File: src/rtl/mem_arb_pkg.sv
// Shared types for the two-port memory arbiter.
// Holds the FSM state encoding and the transaction-owner encoding.
package mem_arb_pkg;

   typedef enum logic {ST_IDLE, ST_WAIT} arb_state_e;
   typedef enum logic {OWN_IF, OWN_D} arb_owner_e;

   localparam int MAX_MEM_LATENCY = 7;

endpackage

File: src/rtl/rr_arb2.sv
// Two-input round-robin selector; gnt[0] = fetch, gnt[1] = data.
// The previous winner loses a tie; the history register lives in the caller.
module rr_arb2
   import mem_arb_pkg::*;
(
   input  logic       req_if,
   input  logic       req_d,
   input  arb_owner_e last_grant,
   output logic [1:0] gnt
);

   always_comb begin
      gnt = {req_d, req_if};
      if (req_if && req_d) begin
         gnt = (last_grant == OWN_D) ? 2'b01 : 2'b10;
      end
   end

endmodule

File: src/rtl/mem_arbiter.sv
// Shares one single-port memory between instruction fetch and load/store.
// One transaction in flight; response is returned MEM_LATENCY cycles after the strobe.
//
// state   | meaning
// ST_IDLE | no outstanding transaction, a request may be accepted
// ST_WAIT | one transaction outstanding, counting down to the response
module mem_arbiter
   import mem_arb_pkg::*;
#(
   parameter int XLEN        = 32,
   parameter int MEM_LATENCY = 1
)
(
   input  logic              clk,
   input  logic              rst,
   input  logic              if_req_valid,
   output logic              if_req_ready,
   input  logic [XLEN-1:0]   if_req_adr,
   output logic              if_rsp_valid,
   output logic [XLEN-1:0]   if_rsp_data,
   input  logic              d_req_valid,
   output logic              d_req_ready,
   input  logic [XLEN-1:0]   d_req_adr,
   input  logic              d_req_we,
   input  logic [XLEN-1:0]   d_req_wdata,
   input  logic [XLEN/8-1:0] d_req_be,
   output logic              d_rsp_valid,
   output logic [XLEN-1:0]   d_rsp_data,
   output logic              mem_req,
   output logic              mem_we,
   output logic [XLEN-1:0]   mem_adr,
   output logic [XLEN-1:0]   mem_wdata,
   output logic [XLEN/8-1:0] mem_be,
   input  logic [XLEN-1:0]   mem_rdata
);

   localparam int             CW       = $clog2(MEM_LATENCY + 1);
   localparam logic [CW-1:0]  CNT_LOAD = CW'(MEM_LATENCY - 1);

   arb_state_e    state_q, state_d;
   logic [CW-1:0] cnt_q, cnt_d;
   arb_owner_e    owner_q, owner_d;
   logic          owner_we_q, owner_we_d;
   arb_owner_e    last_grant_q, last_grant_d;
   logic [1:0]    gnt;

   rr_arb2 u_rr_arb2 (
      .req_if     (if_req_valid),
      .req_d      (d_req_valid),
      .last_grant (last_grant_q),
      .gnt        (gnt)
   );

   always_comb begin
      state_d      = state_q;
      cnt_d        = cnt_q;
      owner_d      = owner_q;
      owner_we_d   = owner_we_q;
      last_grant_d = last_grant_q;
      if_req_ready = 1'b0;
      d_req_ready  = 1'b0;
      if_rsp_valid = 1'b0;
      if_rsp_data  = '0;
      d_rsp_valid  = 1'b0;
      d_rsp_data   = '0;
      mem_req      = 1'b0;
      mem_we       = 1'b0;
      mem_adr      = '0;
      mem_wdata    = '0;
      mem_be       = '0;
      // Outputs are combinational, so they are forced quiet while reset is held.
      if (!rst) begin
         case (state_q)
            ST_IDLE: begin
               if (gnt != 2'b00) begin
                  mem_req      = 1'b1;
                  state_d      = ST_WAIT;
                  cnt_d        = CNT_LOAD;
                  owner_d      = gnt[1] ? OWN_D : OWN_IF;
                  owner_we_d   = gnt[1] & d_req_we;
                  last_grant_d = gnt[1] ? OWN_D : OWN_IF;
                  if (gnt[1]) begin
                     d_req_ready = 1'b1;
                     mem_we      = d_req_we;
                     mem_adr     = d_req_adr;
                     mem_wdata   = d_req_wdata;
                     mem_be      = d_req_be;
                  end else begin
                     if_req_ready = 1'b1;
                     mem_adr      = if_req_adr;
                     mem_be       = '1;
                  end
               end
            end
            ST_WAIT: begin
               if (cnt_q == '0) begin
                  state_d = ST_IDLE;
                  if (owner_q == OWN_D) begin
                     d_rsp_valid = 1'b1;
                     d_rsp_data  = owner_we_q ? '0 : mem_rdata;
                  end else begin
                     if_rsp_valid = 1'b1;
                     if_rsp_data  = mem_rdata;
                  end
               end else begin
                  cnt_d = cnt_q - CW'(1);
               end
            end
         endcase
      end
   end

   always_ff @(posedge clk or posedge rst) begin
      if (rst) begin
         state_q      <= ST_IDLE;
         cnt_q        <= '0;
         owner_q      <= OWN_IF;
         owner_we_q   <= 1'b0;
         last_grant_q <= OWN_D;
      end else begin
         state_q      <= state_d;
         cnt_q        <= cnt_d;
         owner_q      <= owner_d;
         owner_we_q   <= owner_we_d;
         last_grant_q <= last_grant_d;
      end
   end

endmodule

File: config.mk
export PLATFORM = sky130hd
export DESIGN_NAME = mem_arbiter
export DESIGN_NICKNAME = d
export VERILOG_FILES = /design/src/rtl/mem_arb_pkg.sv /design/src/rtl/rr_arb2.sv /design/src/rtl/mem_arbiter.sv
export SDC_FILE = /design/constraint.sdc
export NUM_CORES = 1
export LEC_CHECK = 0
export BUFFER_PORTS_ARGS = -buffer_cell sky130_fd_sc_hd__buf_2
export CAP_MARGIN = 20
export CORE_AREA = 2 2 107 109
export CTS_CLUSTER_DIAMETER = 50
export CTS_CLUSTER_SIZE = 24
export DETAILED_ROUTE_END_ITERATION = 12
export DIE_AREA = 0 0 109 111
export HOLD_SLACK_MARGIN = 0.02
export PLACE_DENSITY = 0.58
export SLEW_MARGIN = 20
export SYNTH_ARGS = -nofsm -noshare
export SYNTH_HDL_FRONTEND = slang
export SYNTH_SLANG_ARGS = --single-unit
export TNS_END_PERCENT = 5
File: constraint.sdc
create_clock -name clk -period 2.75 [get_ports clk]
set_input_delay 0 -clock clk [delete_from_list [all_inputs] [get_ports clk]]
set_output_delay 0 -clock clk [all_outputs]
set_load 0.005 [all_outputs]
* Yosys cells after proc, flatten, opt, wreduce, memory -nomap -nowiden
Cells that the tools add are included.
** Storage, ports and cells
- Register bits after elaboration :: 5
- Bits in latches :: 0
- Bits in writable memories :: 0
- ROM bits :: 0
- Input port bits :: 137
- Output and inout port bits :: 138
- Word-level logic and storage cells :: 65
- Memories :: 0
** Operators by class
- Add/sub/neg operators :: 1
- Multiply operators :: 0
- Div/mod/pow operators :: 0
- $lt $le $gt $ge :: 0
- Eq/ne operators :: 1
- Shift operators :: 0
- Muxes and demuxes :: 51
- Bitwise gates (word level) :: 3
- Reduce and logical (&&, ||, !) cells :: 4
** Operators by type and width (count)
- $mux 32 :: 17
- $mux 1 :: 26
- $mux 4 :: 4
- $mux 2 :: 2
- $pmux 1 s2 :: 2
- $reduce_and 3->1 :: 1
- $ne 2x2->1 const B :: 1
- $not 1->1 :: 2
- $reduce_and 2->1 :: 1
- $reduce_bool 2->1 :: 1
- $and 1x1->1 :: 1
- $logic_and 1x1->1 :: 1
- $sub 1x1->1 const B :: 1

* Longest topological paths before layout
- Depth in word-level cells :: 6
- Mapped depth :: 5
- Depth with buffers taken out :: 3

* Modules after synthesis
From an unflattened synthesis, not the netlist that was laid out.
** Second synthesis, totals
- Cell total of the unflattened synthesis :: 218
- Area total of the unflattened synthesis :: 1433.9 um^2
** By module, submodules not included
- mem_arbiter :: instances 1, cells an instance 215, area each 1415.1 um^2, seq. area each 101.3 um^2
- rr_arb2 :: instances 1, cells an instance 3, area each 18.8 um^2, seq. area each 0.0 um^2

* Worst setup path after synthesis
Ideal clock, no wire load.
- Kind :: flip-flop to flip-flop
- Start point :: register last_grant_q
- End point :: register owner_we_q
- Library setup time :: 0.118 ns
- Arrival time :: 1.085 ns
- Data required time :: 2.632 ns
- Path slack :: 1.547 ns
- Stages on the path, launching flop included :: 5
- Path buffers :: 1
- Clock period less this slack :: 1.203 ns
- Path through :: dfstp_2 -> a21boi_2 -> buf_2 -> and3_1 -> a21o_1
** On the way
- Longest elaborated chain between the ends :: 4
- Elaborated cells between the ends (all ways) :: 5
- Classes of those cells :: mux: 2; bitwise: 1; reduce/logical: 2
** Ends and longest elaborated chain
- start, declared :: line mem_arbiter.sv:44 : arb_owner_e last_grant_q, last_grant_d;
- start signal, assigned :: line mem_arbiter.sv:125 : last_grant_q <= last_grant_d;
- $mux 2 * :: line rr_arb2.sv:15 : gnt = (last_grant == OWN_D) ? 2'b01 : 2'b10;
- $mux 2 * :: line rr_arb2.sv:14 : if (req_if && req_d) begin
- $reduce_bool 2->1 :: line mem_arbiter.sv:75 : if (gnt != 2'b00) begin
- $reduce_and 3->1 (no line)
- end signal, assigned :: line mem_arbiter.sv:124 : owner_we_q <= owner_we_d;
- end, declared :: line mem_arbiter.sv:43 : logic owner_we_q, owner_we_d;
Mark *: on every way between the ends. The rest lies on a longest branch, timed or not.
A chain may end at the register's enable or synchronous reset.

* Final worst setup path
- Start point :: input port rst
- End point :: output port if_rsp_data[12]
** On the way
- Longest elaborated chain between the ends :: 1
** Ends and longest elaborated chain
- start, declared :: line mem_arbiter.sv:15 : input logic rst,
- $mux 32 :: line mem_arbiter.sv:72 : if (!rst) begin
- end, declared :: line mem_arbiter.sv:20 : output logic [XLEN-1:0] if_rsp_data,
No other way between the ends.

==> metrics.md <==
| Metric | Value |
|---|---|
| Crit path cell chain | `dlygate4sd3_1, buf_2, inv_1, and3_1, and2_1, buf_2` |
| Kind of critical path | `in2out` |
| Via count | `2520` |
| Post-CTS Resized | `0` |
| CP Data Required Time | `2.75 ns` |
| Crit path DAT | `1.99 ns` |
| CTS HTree Levels | `1` |
| Die H | `111 µm` |
| Met1 usage | `13.63%` |
| Port Buffers | `274` |
| Power Density | `286.1 mW/mm²` |
| I/O pins | `275` |
| Post-route DRC | `0` |
| Area of the mapped netlist | `0.001379 mm²` |
| Slew HR | `31.89%` |
| Final Hold Viols | `0` |
| Met3 Usage GRT | `2.234%` |
| Outcome | `complete, no violations` |
| Hold Crit Start | `if_req_valid` |
| First-pass iteration count of the detailed router | `5` |
| Max-cap violations | `0` |
| Peak VDD IR | `150.7 µV` |
| Core footprint | `0.01108 mm²` |
| First-pass GRT wire length | `10470 µm` |
| Antenna Nets Post-Route | `0` |
| Start of the worst register-to-register path | `last_grant_q` |
| Warnings, synthesis | `0` |
| Crit share post-route | `72.47%` |
| CTS Buf Count | `3` |
| Worst clock skew | `0.004418 ns` |
| Clock root cell | `clkbuf_16` |
| Max-slew violations | `0` |
| Crit path max-delay family | `simple AND/OR/NAND/NOR gates` |
| Nets | `643` |
| CTS Sinks | `4` |
| RSZ-0062 raised after global routing | `no` |
| Crit path buf inv count | `4` |
| CP dominant cell by count | `buf_2` |
| Number of global-route vias before repair | `2104` |
| Syn_nets | `385` |
| Setup violators final | `0` |
| Syn avg cell area | `5.560 µm²` |
| Worst Hold Class | `in2reg` |
| Mean routed wirelength per cell | `11.08 µm` |
| Synthesis-to-finish area growth | `113.2%` |
| Worst-skew pair later-pin latency | `0.23 ns` |
| Gr usage total | `10.74%` |
| CP max stage delay | `0.77 ns` |
| Achievable Freq | `501.8 MHz` |
| Min Tclk post-route | `1.993 ns` |
| Met2 usage | `18.39%` |
| Vias/cell | `3.889` |
| Slowest cell on crit path | `and3_1` |
| Worst-path fanout max | `33` |
| Largest net degree at the start of global routing | `66` |
| GRT Max-Usage Layer | `met2` |
| Layout cell share with drive strength beyond 1 | `56.44%` |
| GRT Residual Overflow | `0` |
| Initial Util | `12.45%` |
| Placed cell areas | `0.002851 mm²` |
| Critical Path Source Type | `input pin` |
| RD Place Congestion | `0.7370` |
| Clk buf depth | `2` |
| P_leak | `0.002044 µW` |
| Die Area | `0.01210 mm²` |
| Distinct cell type count after synthesis | `23` |
| CP Capture Type | `primary output` |
| Detailed Place HPWL | `5772 µm` |
| Detailed Route WL | `7183 µm` |
| Reg-to-reg slack, setup | `1.11 ns` |
| Sum of negative setup slack | `0 ns` |
| Synthesis-stage register bit count | `4` |
| Antenna violations before repair | `0` |
| Register area share after synthesis | `7.350%` |
| Final Cell Area | `0.002940 mm²` |
| Clock Pin Slew Worst Setup and Hold Paths | `0.03 ns` |
| Synth Instances | `248` |
| Die Wd | `109 µm` |
| Critical path launch point | `rst` |
| Initial DRC count | `135` |
| Slew at the pin with the worst max-slew slack | `1.018 ns` |
| CTS tree | `done` |
| Std-Cell Rows | `39` |
| Ant. Diodes | `0` |
-- worst paths after layout --
check	endpoint	cells after the start
setup / recovery	if_rsp_data[12]	6
setup reg to reg	owner_q	3
min in group asynchronous	state_q	3
hold / removal	last_grant_q	2
hold reg to reg	owner_q	2
max in group asynchronous	last_grant_q	3
-- area by class of cell --
type / count / area (µm²)
Multi-Input combinational cell: 217 / 1174
Sequential cell: 4 / 101.3
Timing Repair Buffer: 277 / 1396
Fill cell: 1250 / 8137
Clock buffer: 4 / 78.83
Inverter: 3 / 11.26
Tap cell: 143 / 178.9
-- cell usage in the layout (no fill, tap or decap), types with 2 or more instances in the layout --
cell type  synthesis  final
buf_2             10    274
nand2_1           66     66
and2_1            64     64
and3_1            35     35
a21oi_1           33     33
nor2_1             8      8
inv_1              3      3
clkbuf_16          0      3
dfrtp_1            3      3
buf_4              1      2
-- power by group --
group          leakage (µW)  total, µW  switching, µW  internal (µW)
clock             0.0000382        234           42.6            192
combinational       0.00196        509            263            246
sequential        0.0000475       97.7           18.4           79.2
-- per-layer routing --
metal,wire [µm],vias to the layer above
li1,-,1310
met1,2885,1049
met2,3414,157
met3,821,4
met4,61,0
met5,0,-
-- kinds of logic (layout without fill, tap and decap cells) --
group	count (synthesis)	count (layout)	synth area share, %
AO/OA/AOI/OAI	39	39	15.43
buffers and inverters	27	284	8.893
flip-flops	4	4	7.350
AND/OR/NAND/NOR	178	178	68.33
-- registers in the layout, summed over array words and instances, names as in the netlist --
name          count
last_grant_q      1
owner_q           1
state_q           1
owner_we_q        1
-- synth_stat cells --
| cell type | count | area (µm²) |
|---|---|---|
| clkbuf_1 | 9 | 33.78 |
| nand2b_1 | 1 | 6.260 |
| nand2_1 | 66 | 247.7 |
| a21o_1 | 1 | 7.510 |
| buf_4 | 1 | 7.510 |
| a31oi_1 | 1 | 6.260 |
| a21oi_1 | 33 | 165.2 |
| buf_2 | 10 | 50.05 |
| dfrtp_1 | 3 | 75.07 |
| o21bai_1 | 1 | 7.510 |
| a21bo_2 | 1 | 10.01 |
| and2_1 | 64 | 400.4 |
| and3_1 | 35 | 219.0 |
| nor3_1 | 1 | 5.000 |
| dfstp_2 | 1 | 26.28 |
| clkbuf_2 | 4 | 20.02 |
| nor2_1 | 8 | 30.03 |
| nor2_4 | 1 | 11.26 |
| nor2b_4 | 1 | 13.76 |
| o21ai_1 | 1 | 5.000 |
| and3b_1 | 1 | 8.760 |
| inv_1 | 3 | 11.26 |
| a21boi_2 | 1 | 11.26 |
-- what timing repair did --
item,in CTS,in global routing
endpoints found under the hold margin,4,0
setup buffers,0,0
hold buffers,1,0
-- stage by stage --
stage / worst slack [ns] / util [%] / cells / hold WS (ns) / power (µW)
2_1_floorplan: 1.547 / - / 248 / -0.2291 / 359.0
3_3_place_gp: 1.127 / 25.74 / 643 / -0.03382 / 612.3
3_5_place_dp: 1.105 / 25.74 / 643 / -0.04729 / 612.3
4_1_cts: 0.6276 / 26.54 / 648 / 0.05187 / 853.5
5_1_grt: 0.4956 / 26.54 / 648 / 0.08439 / 926.7
6_report: 0.7570 / 26.54 / 648 / 0.05574 / 841.3
Power figures use the tool's default switching activity.
